<file path="src/rtl/load_store_unit_pkg.sv">
// Shared types and constants for the data-side load/store unit.
//   - type_lsu2module_data_s : request bundle driven to a data slave
//   - type_module2lsu_s      : response bundle returned by a data slave
//   - lsu_state_e            : controller states
//   - F3_* localparams       : RV32I load/store funct3 encodings
//   - UART_REGION            : address nibble [31:28] of the UART window
//   - op_is_bad()            : funct3 legality check for loads and stores
package load_store_unit_pkg;

  typedef struct packed {
    logic [31:0] dbus_addr;
    logic [31:0] dbus;
    logic        wr_en;
    logic        rd_en;
    logic        sel;
  } type_lsu2module_data_s;

  typedef struct packed {
    logic [31:0] rd_data;
  } type_module2lsu_s;

  typedef enum logic [2:0] {
    IDLE,
    LOAD,
    RMW_RD,
    RMW_WR,
    UART_WAIT,
    RESP
  } lsu_state_e;

  localparam logic [2:0] F3_LB  = 3'b000;
  localparam logic [2:0] F3_LH  = 3'b001;
  localparam logic [2:0] F3_LW  = 3'b010;
  localparam logic [2:0] F3_LBU = 3'b100;
  localparam logic [2:0] F3_LHU = 3'b101;

  localparam logic [3:0] UART_REGION = 4'h8;

  // Stores only have signed encodings (SB/SH/SW); loads add BU/HU.
  function automatic logic op_is_bad(input logic store, input logic [2:0] funct3);
    if (store) begin
      return !(funct3 inside {F3_LB, F3_LH, F3_LW});
    end
    return !(funct3 inside {F3_LB, F3_LH, F3_LW, F3_LBU, F3_LHU});
  endfunction

endpackage

</file>
<file path="src/rtl/load_store_unit_extend.sv">
// Combinational data path helper for the load/store unit.
//   funct3     in  : access size / signedness
//   word       in  : word returned by the slave (lane 0 = accessed address)
//   wdata      in  : store data (rs2)
//   load_ext   out : lane 0 byte/half sign- or zero-extended, or full word
//   store_word out : word with the store byte/half merged into the low lanes
// The slave always returns bytes addr..addr+3, so the addressed byte is
// always lane 0 regardless of the address alignment.
module load_store_unit_extend
  import load_store_unit_pkg::*;
(
  input  logic [2:0]  funct3,
  input  logic [31:0] word,
  input  logic [31:0] wdata,
  output logic [31:0] load_ext,
  output logic [31:0] store_word
);

  always_comb begin
    load_ext = word;
    case (funct3)
      F3_LB:   load_ext = {{24{word[7]}}, word[7:0]};
      F3_LH:   load_ext = {{16{word[15]}}, word[15:0]};
      F3_LBU:  load_ext = {24'h0, word[7:0]};
      F3_LHU:  load_ext = {16'h0, word[15:0]};
      default: load_ext = word;
    endcase
  end

  always_comb begin
    store_word = wdata;
    case (funct3)
      F3_LB:   store_word = {word[31:8], wdata[7:0]};
      F3_LH:   store_word = {word[31:16], wdata[15:0]};
      default: store_word = wdata;
    endcase
  end

endmodule

</file>
<file path="src/rtl/load_store_unit.sv">
// Data-side bus initiator: executes RV32I loads/stores towards Data_Mem or
// the UART, extends load results and stalls the pipeline until retirement.
// Byte/half stores to Data_Mem are read-modify-write because Data_Mem always
// writes four bytes at dbus_addr..dbus_addr+3.
// Ports:
//   clk, rst                       clock, asynchronous active-high reset
//   req_valid/store/funct3/addr/wdata  request from the memory stage
//   stall, done, load_data, err    pipeline handshake and result
//   lsu2dmem / dmem2lsu            Data_Mem request / combinational response
//   lsu2uart / uart2lsu / uart_ack UART request / response / acknowledge
// Build option: define LSU_MISALIGN_TRAP_EN to reject misaligned H/W
// accesses with err instead of performing them.
module load_store_unit
  import load_store_unit_pkg::*;
#(
  parameter logic [31:0] UART_BASE   = {UART_REGION, 28'h0},
  parameter int          ACK_TIMEOUT = 16
) (
  input  logic                  clk,
  input  logic                  rst,
  input  logic                  req_valid,
  input  logic                  req_store,
  input  logic [2:0]            req_funct3,
  input  logic [31:0]           req_addr,
  input  logic [31:0]           req_wdata,
  output logic                  stall,
  output logic                  done,
  output logic [31:0]           load_data,
  output logic                  err,
  output type_lsu2module_data_s lsu2dmem,
  input  type_module2lsu_s      dmem2lsu,
  output type_lsu2module_data_s lsu2uart,
  input  type_module2lsu_s      uart2lsu,
  input  logic                  uart_ack
);

  localparam int CNT_W = $clog2(ACK_TIMEOUT + 1);

  lsu_state_e            state_reg;
  logic                  store_reg;
  logic [2:0]            funct3_reg;
  logic [31:0]           wdata_reg;
  logic [CNT_W-1:0]      cnt_reg;
  logic                  done_reg;
  logic                  err_reg;
  logic [31:0]           load_data_reg;
  type_lsu2module_data_s dmem_reg;
  type_lsu2module_data_s uart_reg;

  logic        is_uart;
  logic        misaligned;
  logic        reject;
  logic [31:0] slave_word;
  logic [31:0] load_ext;
  logic [31:0] store_word;

  assign is_uart = (req_addr[31:28] == UART_BASE[31:28]);

`ifdef LSU_MISALIGN_TRAP_EN
  // Store funct3 SH/SW share encodings with LH/LW.
  assign misaligned = ((req_funct3 == F3_LH || req_funct3 == F3_LHU) && req_addr[0]) ||
                      ((req_funct3 == F3_LW) && (req_addr[1:0] != 2'b00));
`else
  assign misaligned = 1'b0;
`endif

  assign reject = op_is_bad(req_store, req_funct3) || misaligned;

  // Request fields are latched at accept, so the extend/merge path sees the
  // accepted operation even if the stage drops req_valid mid-access.
  assign slave_word = (state_reg == UART_WAIT) ? uart2lsu.rd_data : dmem2lsu.rd_data;

  load_store_unit_extend u_extend (
    .funct3     (funct3_reg),
    .word       (slave_word),
    .wdata      (wdata_reg),
    .load_ext   (load_ext),
    .store_word (store_word)
  );

  always_ff @(posedge clk or posedge rst) begin
    if (rst) begin
      state_reg     <= IDLE;
      store_reg     <= 1'b0;
      funct3_reg    <= 3'b000;
      wdata_reg     <= 32'h0;
      cnt_reg       <= '0;
      done_reg      <= 1'b0;
      err_reg       <= 1'b0;
      load_data_reg <= 32'h0;
      dmem_reg      <= '0;
      uart_reg      <= '0;
    end else begin
      done_reg <= 1'b0;
      err_reg  <= 1'b0;
      case (state_reg)
        IDLE: begin
          if (req_valid) begin
            store_reg  <= req_store;
            funct3_reg <= req_funct3;
            wdata_reg  <= req_wdata;
            cnt_reg    <= '0;
            if (reject) begin
              load_data_reg <= 32'h0;
              done_reg      <= 1'b1;
              err_reg       <= 1'b1;
              state_reg     <= RESP;
            end else if (is_uart) begin
              uart_reg.dbus_addr <= req_addr;
              uart_reg.dbus      <= req_store ? req_wdata : 32'h0;
              uart_reg.wr_en     <= req_store;
              uart_reg.rd_en     <= !req_store;
              uart_reg.sel       <= 1'b1;
              state_reg          <= UART_WAIT;
            end else if (!req_store || req_funct3 != F3_LW) begin
              // Loads and the read half of SB/SH share the same read cycle.
              dmem_reg.dbus_addr <= req_addr;
              dmem_reg.dbus      <= 32'h0;
              dmem_reg.wr_en     <= 1'b0;
              dmem_reg.rd_en     <= 1'b1;
              dmem_reg.sel       <= 1'b1;
              state_reg          <= req_store ? RMW_RD : LOAD;
            end else begin
              dmem_reg.dbus_addr <= req_addr;
              dmem_reg.dbus      <= req_wdata;
              dmem_reg.wr_en     <= 1'b1;
              dmem_reg.rd_en     <= 1'b0;
              dmem_reg.sel       <= 1'b1;
              state_reg          <= RMW_WR;
            end
          end
        end
        LOAD: begin
          load_data_reg <= load_ext;
          dmem_reg      <= '0;
          done_reg      <= 1'b1;
          state_reg     <= RESP;
        end
        RMW_RD: begin
          dmem_reg.dbus  <= store_word;
          dmem_reg.rd_en <= 1'b0;
          dmem_reg.wr_en <= 1'b1;
          state_reg      <= RMW_WR;
        end
        RMW_WR: begin
          dmem_reg  <= '0;
          done_reg  <= 1'b1;
          state_reg <= RESP;
        end
        UART_WAIT: begin
          if (uart_ack) begin
            if (!store_reg) begin
              load_data_reg <= load_ext;
            end
            uart_reg  <= '0;
            done_reg  <= 1'b1;
            state_reg <= RESP;
          end else if (cnt_reg == CNT_W'(ACK_TIMEOUT - 1)) begin
            uart_reg  <= '0;
            done_reg  <= 1'b1;
            err_reg   <= 1'b1;
            state_reg <= RESP;
          end else begin
            cnt_reg <= cnt_reg + 1'b1;
          end
        end
        default: state_reg <= IDLE;
      endcase
    end
  end

  // Stall rises combinationally in the accept cycle so the stage holds its
  // request; it is low in RESP so the pipeline advances with done.
  assign stall = ((state_reg == IDLE) && req_valid) ||
                 (state_reg inside {LOAD, RMW_RD, RMW_WR, UART_WAIT});

  assign done      = done_reg;
  assign err       = err_reg;
  assign load_data = load_data_reg;
  assign lsu2dmem  = dmem_reg;
  assign lsu2uart  = uart_reg;

endmodule
</file>
<file path="config.mk">
export PLATFORM = sky130hd
export DESIGN_NAME = load_store_unit
export DESIGN_NICKNAME = d
export VERILOG_FILES = /design/src/rtl/load_store_unit_pkg.sv /design/src/rtl/load_store_unit_extend.sv /design/src/rtl/load_store_unit.sv
export SDC_FILE = /design/constraint.sdc
export NUM_CORES = 1
export LEC_CHECK = 0
export BUFFER_PORTS_ARGS = -buffer_cell sky130_fd_sc_hd__buf_2
export CAP_MARGIN = 20
export CORE_UTILIZATION = 51
export DETAILED_ROUTE_END_ITERATION = 7
export GPL_ROUTABILITY_DRIVEN = 0
export PLACE_DENSITY = 0.8
export REMOVE_ABC_BUFFERS = 1
export SYNTH_ARGS = -nofsm -noshare
export SYNTH_HDL_FRONTEND = slang
export SYNTH_HIERARCHICAL = 1
export SYNTH_SLANG_ARGS = --single-unit
</file>
<file path="constraint.sdc">
create_clock -name clk -period 9.56 [get_ports clk]
set_input_delay 1.912 -clock clk [delete_from_list [all_inputs] [get_ports clk]]
set_output_delay 1.912 -clock clk [all_outputs]
set_load 0.02 [all_outputs]
</file>
# --- Word-level counts from Yosys, hierarchy flattened ---
# Index checks and enable logic that the tools add are counted.
# W data, S select, Z words.
word_totals:
  elab_cells: 111
  output_inout_bits: 169
  in_bits: 136
  regBits: 212
classes:
  n_eq_ne: 24
  n_reduce_logical: 24
  mux: 44
  addsub: 1
ops:
  columns: ["op", "n"]
  rows:
  - ["$mux W67", 8]
  - ["$mux W32", 6]
  - ["$pmux W67 S2", 1]
  - ["$pmux W32 S2", 2]
  - ["$pmux W32 S4", 1]
  - ["$pmux W34 S3", 1]
  - ["$pmux W32 S3", 1]
  - ["$mux W35", 1]
  - ["$ne A2 B2 Y1 const B", 9]
  - ["$eq A3 B3 Y1 const B", 5]
  - ["$mux W3", 5]
  - ["$mux W5", 3]
  - ["$pmux W3 S4", 1]
  - ["$reduce_and A4 Y1", 3]
  - ["$pmux W5 S2", 1]
  - ["$reduce_and A5 Y1", 2]
  - ["$eq A3 B1 Y1 const B", 3]
  - ["$eq A3 B2 Y1 const B", 3]
  - ["$logic_not A3 Y1", 3]
  - ["$reduce_bool A3 Y1", 3]
  - ["$mux W1", 8]
  - ["$ne A3 B2 Y1 const B", 2]
  - ["$add A5 B1 Y5 const B", 1]
  - ["$eq A5 B4 Y1 const B", 1]
  - ["12 further kinds", 19]

# --- Logic depth before layout (Yosys ltp) ---
depth:
  ltp_word: 8
  mapped_depth: 10
  mapped_depth_nobuf: 7

# --- Modules after synthesis ---
# The synthesis kept the hierarchy.
by_module_without_submodules:
  columns: ["module", "seq_area_each_um2", "cells_each", "n_inst", "area_each_um2"]
  rows:
  - ["load_store_unit", 5305.1, 842, 1, 8787.2]
  - ["load_store_unit_extend", 0.0, 93, 1, 770.7]

# --- Worst setup path after synthesis ---
# OpenSTA, ideal clock, no wires.
synth_path:
  path_type: "in2out"
  startpoint: "input port req_valid"
  endpoint: "output port stall"
  cell_stages: 2
  path_buffers: 0
  path_slack_ns: 5.349
  t_required_ns: 7.648
  t_arrival_ns: 2.299
  cell_sequence: "nor3_1 -> a21oi_1"
synth_between:
  elab_chain_len: 2
synth_lines:
  columns: ["item", "line", "rtl"]
  rows:
  - ["start: declaration", "load_store_unit.sv:21", "input logic req_valid,"]
  - ["$logic_and A1 B1 Y1", "load_store_unit.sv:174", "assign stall = ((state_reg == IDLE) && req_valid) ||"]
  - ["$logic_or A1 B1 Y1", "load_store_unit.sv:174", null]
  - ["end: declaration", "load_store_unit.sv:26", "output logic stall,"]
# Every way passes these cells.

# --- Worst setup path in the final report ---
# Same ends and word-level chain as after synthesis.

==> results.rst <==
.. list-table::
   :header-rows: 1

   * - Metric
     - Value
   * - Largest delay contributor family on the critical path
     - buffers and inverters
   * - FF-to-FF Start
     - state_reg[2]
   * - Critical path class
     - in2out
   * - Largest incremental delay on the critical path
     - 0.18 ns
   * - Number of max-capacitance violations reported
     - 0
   * - Die Width
     - 139 um
   * - Pin count of the biggest net entering global routing
     - 130
   * - Synth top cells by count
     - 291 x sky130_fd_sc_hd__nand2_1, 212 x sky130_fd_sc_hd__dfrtp_1, 96 x sky130_fd_sc_hd__a22o_1
   * - Area of the mapped netlist
     - 9560 um2
   * - Final slew viol count
     - 0
   * - CTS H-Tree Depth
     - 1
   * - Antenna violations before repair
     - 0
   * - WP data required
     - ~7.7 ns
   * - Worst hold margin
     - 0.469 ns
   * - Cell count after placement
     - ~1400
   * - Total wire length after detailed routing
     - 25.9 mm
   * - Dpl ws
     - 4.89 ns
   * - Portion of netlist area occupied by mux cells
     - 6.53%
   * - Vias per inst
     - approximately 5.5
   * - Async set or reset register ratio after synthesis
     - 100%
   * - Gates resized, CTS repair
     - 0
   * - Most used flip-flop cell after synthesis
     - sky130_fd_sc_hd__dfrtp_1
   * - Number of clock sinks
     - 212
   * - Startpoint Class
     - input pin
   * - Number of synthesized register bits
     - ~210
   * - Count of final setup violators
     - 0
   * - Syn. warnings
     - 6
   * - Shortest period the worst path allows
     - 4.36 ns
   * - Detailed router's first-iteration violation count
     - roughly 480
   * - Post-route non-filler standard cell count
     - 1434
   * - Critical path capture point type
     - primary output
   * - Simple-gate area share of the yosys netlist
     - about 15%
   * - Clock slew at reported path FFs
     - roughly 0.06 ns
   * - Initial Util
     - 52.7%
   * - CTS root buffer
     - sky130_fd_sc_hd__clkbuf_16
   * - Count of flip-flops with a built-in enable after synthesis
     - 0
   * - Hold Crit Start
     - wdata_reg[15]
   * - Standard-cell rows
     - 49
   * - Detailed placement HPWL
     - between 15 and 20 mm
   * - Final #Nets
     - 1331
   * - CP Depth
     - 4
   * - Placeable core region
     - ~18000 um2
   * - Clock tree from TritonCTS
     - yes
   * - Tcrit/Tclk final
     - between 40 and 50%
   * - Via count of the first global-routing pass
     - ~7800
   * - Wire length of the first global-routing pass
     - about 41 mm
   * - Total design power
     - 3.80 mW
   * - Peak fanout along the critical path
     - 6
   * - Hold Buf Count CTS
     - 0
   * - Total power divided by cell area
     - around 320 nW/um2
   * - Setup bufs post-CTS
     - 0
   * - Status
     - finished with violations
   * - Area share of the largest cell type after synthesis
     - 55.5%
   * - RSZ-0062 raised after global routing
     - false
   * - Flop2flop setup slack
     - 6.31 ns
   * - R2r worst-path depth
     - 5
   * - Dominant combinational cell family by area after synthesis
     - compound AO/OA/AOI/OAI gates
   * - Worst Slack Setup Final
     - 5.20 ns
   * - Most common cell in the netlist
     - sky130_fd_sc_hd__nand2_1
   * - Clk buf depth
     - 3
   * - Data arrival at the endpoint of the critical path
     - 2.45 ns
   * - Clock latency at the later pin of the worst-skew pair
     - 0.50 ns
   * - GR Overflow Total
     - 0
   * - Cell with the largest stage delay on the worst path
     - sky130_fd_sc_hd__buf_2
   * - Worst min path class
     - reg2reg
   * - Final routed wire length divided by cell count
     - 18.1 um
   * - Total track usage
     - between 20% and 30%
   * - DRC violations left
     - 20
   * - Number of distinct library cells after synthesis
     - 50
   * - Sequence of cells on the critical path
     - buf_2 > nor3_1 > a21oi_1 > buf_2
   * - Ports placed on the boundary
     - 305
   * - Share of final-layout standard cells stronger than drive strength 1
     - roughly 33%
   * - End of the worst register-to-register path
     - lsu2uart[1]
   * - Transition time at the pin with the least slew margin
     - 0.988 ns
   * - Top post-synthesis cells by area
     - sky130_fd_sc_hd__dfrtp_1 56%, sky130_fd_sc_hd__nand2_1 11%, sky130_fd_sc_hd__a22o_1 8.8%, sky130_fd_sc_hd__mux2i_1 3.0%, sky130_fd_sc_hd__o21ai_0 2.8%
   * - Count of buffering cells on the critical path with inverters included
     - 2
   * - Relative slew slack
     - 33.9%
   * - Peak clock frequency supported by timing
     - 0.229 GHz
   * - Worst Hold Depth
     - 2
   * - Max IR drop VDD
     - 0.187 mV
   * - Fraction of the mapped netlist area in compound gates
     - 17.0%
   * - Worst clock skew
     - 0.0104 ns
   * - Setup Total Neg Slack
     - 0 ns
   * - Cell seen most often among critical-path stages
     - sky130_fd_sc_hd__buf_2
   * - Cell count after synthesis
     - 935
   * - Die ar.
     - 19300 um2
   * - Count of buffers inserted at the top-level ports
     - slightly above 300
   * - Failing checks
     - design-rule violations
   * - Cell type contributing the most total cell area after synthesis
     - sky130_fd_sc_hd__dfrtp_1
   * - Sequential fraction of the synthesis area
     - 55.5%
   * - Layout overhead on the synthesized area
     - 23.2%
   * - Number of nets with antenna violations after detailed routing
     - 0
   * - Number of inserted diodes
     - 0
   * - Area share of xor/xnor cells in the synthesized design
     - 0%
   * - Y dimension of the die
     - 139 um
   * - Hold Fails Final Rpt
     - 0
   * - Average size of a mapped cell
     - 10.2 um2
   * - Leakage power
     - 6.59 nW
   * - Count of TritonRoute iterations in the first routing pass
     - 8
   * - Clock buffer count from CTS
     - 22
   * - Adder-cell area share of the yosys netlist
     - 0.262%
   * - Via count of the routed design
     - 7854
   * - Worst Hold Endpoint
     - wdata_reg[15]
   * - Total of fill cells in the finished design
     - ~1500
[how the worst max path moves through the flow]
stage,from,to
after detailed placement,req_valid,lsu2uart[1]
after global routing,req_valid,stall
after CTS,req_valid,stall
after global placement,req_valid,lsu2uart[1]
final,req_valid,stall
after floorplan,rst,cnt_reg[0]
[area by class of cell]
type	count	area, um2	area share (%)
multi-input combinational	608	3730	31.7
tap	229	287	2.43
clock inverter	6	35.0	0.298
inverter	34	135	1.15
sequential	212	5310	45.1
clock buffer	30	652	5.54
timing repair buffer	315	1620	13.8
[kinds of logic (layout without fill, tap and decap cells)]
family | Yosys count | count (layout)
AO/OA/AOI/OAI | 221 | 221
adder cells (fa/ha/maj) | 2 | 2
buffers and inverters | 115 | 385
flip-flops | 212 | 212
multiplexers | 54 | 54
AND/OR/NAND/NOR | 331 | 331
[placed cells by master (no fill, tap or decap), types with 2 or more instances in the layout]
master and n:
sky130_fd_sc_hd__clkinvlp_4 2, sky130_fd_sc_hd__nand2_1 289, sky130_fd_sc_hd__a21o_1 11, sky130_fd_sc_hd__o31ai_1 2
sky130_fd_sc_hd__mux2i_1 28, sky130_fd_sc_hd__dfrtp_1 212, sky130_fd_sc_hd__a21boi_1 2, sky130_fd_sc_hd__a21oi_1 6
sky130_fd_sc_hd__nand2_2 2, sky130_fd_sc_hd__nor2_4 2, sky130_fd_sc_hd__buf_4 10, sky130_fd_sc_hd__a22oi_1 32
sky130_fd_sc_hd__o21ai_1 7, sky130_fd_sc_hd__ha_1 2, sky130_fd_sc_hd__a22o_1 96, sky130_fd_sc_hd__nand2b_1 3
sky130_fd_sc_hd__clkbuf_8 5, sky130_fd_sc_hd__clkbuf_1 2, sky130_fd_sc_hd__nor2b_1 2, sky130_fd_sc_hd__nor3b_1 3
sky130_fd_sc_hd__or2_2 2, sky130_fd_sc_hd__nor2_1 7, sky130_fd_sc_hd__nor4b_4 2, sky130_fd_sc_hd__inv_1 33
sky130_fd_sc_hd__clkbuf_16 23, sky130_fd_sc_hd__o21ai_0 53, sky130_fd_sc_hd__clkinv_2 4, sky130_fd_sc_hd__mux2_2 10
sky130_fd_sc_hd__buf_2 304, sky130_fd_sc_hd__mux2_4 14, sky130_fd_sc_hd__and2_1 4, sky130_fd_sc_hd__nor3_1 2
[per-layer routing]
metal / global-route usage (%) / share of wire [%]
met4: 10.8 / 3.5
met2: 46.0 / 49
met3: 4.42 / 5.9
met5: 0 / 0
met1: 34.7 / 42
[worst reg2reg max path: cells and delay by family (launching register included)]
family,cells,cell delay [ns]
buffers and inverters,1,0.40
flip-flops,1,0.58
AO/OA/AOI/OAI,1,0.56
multiplexers,1,0.43
AND/OR/NAND/NOR,2,1.16
[metrics by stage]
stage | util (%) | instance area, um2
5_1_grt | 64.9 | 11800
3_5_place_dp | 60.9 | 11100
3_3_place_gp | 60.9 | 11100
2_1_floorplan | - | 9090
6_report | 64.9 | 11800
4_1_cts | 64.7 | 11700
[power by group]
part | internal [mW] | leakage (nW) | switching (mW) | total (mW)
registers | 1.17 | 2.79 | 0.186 | 1.36
logic | 0.596 | 3.46 | 1.02 | 1.61
clock network | 0.474 | 0.338 | 0.348 | 0.822
total | 2.24 | 6.59 | 1.55 | 3.80
No activity file was read; power rests on OpenSTA's default activity.
